`src/rtl/idct_coeff_packer.sv`:
```
// Serial coefficient packer feeding the 8x8 IDCT: assembles 64 samples into a flat block bus
// and tracks IDCT latency. Define IDCT_PACKER_ZIGZAG_EN to accept JPEG zig-zag input order.
module idct_coeff_packer #(
    parameter int WIN     = 12,
    parameter int LATENCY = 26
) (
    input  logic                 clk,
    input  logic                 rst_n,
    input  logic [WIN-1:0]       in_data,
    input  logic                 in_valid,
    output logic                 in_ready,
    output logic [64*WIN-1:0]    x,
    output logic                 x_valid,
    input  logic                 x_ready,
    output logic                 res_valid
);

    logic [5:0]         cnt;
    logic [5:0]         wr_idx;
    logic               shadow_full;
    logic               accept;
    logic               transfer;
    logic [WIN-1:0]     shadow [64];
    logic [LATENCY-1:0] track;

`ifdef IDCT_PACKER_ZIGZAG_EN
    // Scan position -> raster index for the standard JPEG zig-zag order.
    localparam logic [5:0] ZIGZAG [64] = '{
        6'd0,  6'd1,  6'd8,  6'd16, 6'd9,  6'd2,  6'd3,  6'd10,
        6'd17, 6'd24, 6'd32, 6'd25, 6'd18, 6'd11, 6'd4,  6'd5,
        6'd12, 6'd19, 6'd26, 6'd33, 6'd40, 6'd48, 6'd41, 6'd34,
        6'd27, 6'd20, 6'd13, 6'd6,  6'd7,  6'd14, 6'd21, 6'd28,
        6'd35, 6'd42, 6'd49, 6'd56, 6'd57, 6'd50, 6'd43, 6'd36,
        6'd29, 6'd22, 6'd15, 6'd23, 6'd30, 6'd37, 6'd44, 6'd51,
        6'd58, 6'd59, 6'd52, 6'd45, 6'd38, 6'd31, 6'd39, 6'd46,
        6'd53, 6'd60, 6'd61, 6'd54, 6'd47, 6'd55, 6'd62, 6'd63
    };

    always_comb begin
        wr_idx = ZIGZAG[cnt];
    end
`else
    always_comb begin
        wr_idx = cnt;
    end
`endif

    always_comb begin
        in_ready = !shadow_full;
        accept   = in_valid && !shadow_full;
        transfer = shadow_full && (!x_valid || x_ready);
    end

    // Shadow contents are don't-care after reset; cnt decides what is valid.
    always_ff @(posedge clk) begin
        if (accept) begin
            shadow[wr_idx] <= in_data;
        end
    end

    always_ff @(posedge clk or negedge rst_n) begin
        if (!rst_n) begin
            cnt         <= '0;
            shadow_full <= 1'b0;
            x           <= '0;
            x_valid     <= 1'b0;
            track       <= '0;
            res_valid   <= 1'b0;
        end else begin
            // accept and transfer are mutually exclusive, so shadow_full has one writer per edge.
            if (accept) begin
                cnt <= cnt + 6'd1;
                if (cnt == 6'd63) begin
                    shadow_full <= 1'b1;
                end
            end

            if (transfer) begin
                for (int unsigned k = 0; k < 64; k++) begin
                    x[k*WIN +: WIN] <= shadow[k[5:0]];
                end
                x_valid     <= 1'b1;
                shadow_full <= 1'b0;
            end else if (x_valid && x_ready) begin
                x_valid <= 1'b0;
            end

            // LATENCY stages plus the output register: a handshake at edge H shows at H+LATENCY.
            track[0] <= x_valid && x_ready;
            for (int unsigned i = 1; i < LATENCY; i++) begin
                track[i] <= track[i-1];
            end
            res_valid <= track[LATENCY-1];
        end
    end

endmodule

```
`config.mk`:
```
export PLATFORM = sky130hd
export DESIGN_NAME = idct_coeff_packer
export DESIGN_NICKNAME = d
export VERILOG_FILES = /design/src/rtl/idct_coeff_packer.sv
export SDC_FILE = /design/constraint.sdc
export NUM_CORES = 1
export LEC_CHECK = 0
export ABC_CLOCK_PERIOD_IN_PS = 5200
export CAP_MARGIN = 20
export CORE_UTILIZATION = 25
export DETAILED_ROUTE_END_ITERATION = 10
export PLACE_DENSITY = 0.4
export SLEW_MARGIN = 5
export SYNTH_ARGS = -nofsm -noshare
export SYNTH_HDL_FRONTEND = slang
export SYNTH_SLANG_ARGS = --single-unit
```
`constraint.sdc`:
```
create_clock -name clk -period 5.2 [get_ports clk]
set_input_delay 1.04 -clock clk [delete_from_list [all_inputs] [get_ports clk]]
set_output_delay 1.04 -clock clk [all_outputs]
set_load 0.1 [all_outputs]
```
==> run metrics <==
status=finished, final reports clean; clock transition at the registers of the reported paths=0.06 ns; multiplexer share of the synthesized area=0.191; WS Path Type=reg -> out; Hold/Removal Path Class=in -> async; global-route wire length before repair=245 mm; number of DRC markers in iteration 0=1,481; Synth Area in Compound Gates=0.0000909; Worst setup EP type=output port; Post-Syn Area=55,100 sq um; Slew Viols, Final=0; post-route antenna net violation count=0; Rel. slew slack=0.188; Max-cap violations=0; EDFF count, synth=768; Yosys top cell area share=0.419; CTS Buf Count=179; Levels on crit path=1; Chip Height=471 um; Clk Latency, worst-skew pair=0.81 ns; setup violators final=0; row count=171; register area=43,200 sq um; post-synthesis average cell area=21.6 sq um; crit path time final=3.58 ns; DR pass1 iterations=5; area of the multi-input gates=11,100 sq um; total grt overflow=0; commonest cells after routing, fill and taps aside=dfrtp_1, edfxtp_1, clkdlybuf4s50_1, mux2_4, mux2_2; RSZ-0062 raised after global routing=no; final hold violation count=0; Mapped Nets=2,565; Final TNS setup=0 ns; largest net degree at the start of global routing=106; post_cts resized=0; top cells by area, synth=edfxtp_1, dfrtp_1, mux2_4; Worst R2R Path Depth=4; Final Skew=0.0273 ns; Seq/Total Area, Yosys=0.784; CP max FO=2; CTS tree=yes; WL final=178 mm; CTS Hold Bufs=0; htree depth=4; root buffer cell=clkbuf_16; die width=471 um; ys flop type=dfrtp_1; warnings from Yosys=0; Post-Synth Simple-Gate Area=0.00868; Total GRT Usage=0.159; Fill cells=20,800; antenna violations before repair=15; critical path's largest stage delay=1.20 ns; FMAX=0.279 GHz; cell taking the most area after synthesis=edfxtp_1; async set-reset flop share out of synthesis=0.511; Area Overhead vs Synth=32.8%; post-synth cell types=28; Synth Area in XOR/XNOR=0.000795; I/O pins=787; Slowest-stage cell, CP=clkdlybuf4s50_1; routed len/inst=27.2 um; Post-Synth Adder-Cell Area=0.000227; share of cells above drive strength 1=0.325; Starting Density=0.253; Critical Path, Cell by Cell=clkdlybuf4s50_1; Sink Count=1,571; Post-Syn Instances=2,548; detailed-route via count=26,700; Tcrit/Tclk final=0.688; Worst EP arrival=2.54 ns; postcts setup bufs=0; number of global-route vias before repair=28,300; Worst Path Required=4.16 ns; most common cell after layout, fill and taps aside=dfrtp_1; Via density=4.07; GP Congestion=0.711; Synth Register Bits=1,571; DPL Wire Length=112 mm; fin nets=3,556; Core ar.=218,000 sq um; die area=222,000 sq um; Top Family by Delay on Critical Path=buffers and inverters; Critical Path Source Type=register; placed insts=6,207; worst slew pin tran=1.21 ns; main combinational cell family by area after synthesis=multiplexers; CP bufs+invs=1; # DRC=0; Finished Layout Cells=6,559; Port Buffer Count=786; Max clock buf depth=3
## path summary, 6_finish.rpt
| check | from | end | slack (ns) |
|---|---|---|---|
| max in group asynchronous | rst_n | x[628] | 3.70 |
| min | rst_n | x[367] | 0.22 |
| max | x[527] | x[527] | 1.62 |
| min in group clk | track[7] | track[8] | 0.34 |
| min reg2reg | track[7] | track[8] | 0.34 |
| max reg2reg | cnt[0] | shadow[6][1] | 2.45 |
## state kept, by name, indices dropped and copies added, names as in the netlist
register / count
shadow: 768
x: 768
track: 26
cnt: 6
res_valid: 1
shadow_full: 1
x_valid: 1
## Yosys cell counts (2+ instances only)
cell type  count
nor3_1         4
nor2_1        63
nand4b_1       2
xnor2_1        4
nand3_1        3
mux2_4       500
mux2_2       269
nand4_1        4
buf_2         29
buf_6         56
nand2_1       12
clkbuf_1       9
nand2b_1       4
dfrtp_1      803
edfxtp_1     768
and2_1         3
nor2b_1        4
## logic make-up (layout without fill, tap and decap cells)
logic type,count (synthesis),after routing
simple gates,105,105
xor+xnor,5,5
flops,1571,1571
other cells,0,10
compound gates,1,1
buf+inv,96,1243
fa+ha+maj,1,1
mux,769,769
## area by class of cell
cell class              count  share of cell area
multi-input cells         881               0.152
flip-flops and latches   1571               0.590
inverters                   1           0.0000513
diodes                     10            0.000342
repair buffers            905               0.127
clock inverters            77              0.0108
well taps                2854              0.0488
clock buffers             260              0.0699
## through the flow
step	instance area, sq um	util	setup WS (ns)	hold WS [ns]
after floorplan	55100	-	2.29	0.331
final	73100	0.335	1.62	0.222
after global routing	73100	0.335	1.51	0.224
after CTS	73000	0.335	1.44	0.214
after global placement	66700	0.306	0.882	0.334
after detailed placement	67100	0.308	1.10	0.335
## per-layer routing
layer / track usage / routed length (um)
met1: 0.204 / 77300
met5: 0 / 0
met2: 0.250 / 82900
met3: 0.0572 / 13500
met4: 0.0463 / 4620
Power is left out: the tool's default activity adds up to more than one toggle a clock period on the data nets, which glitch-free logic cannot reach.
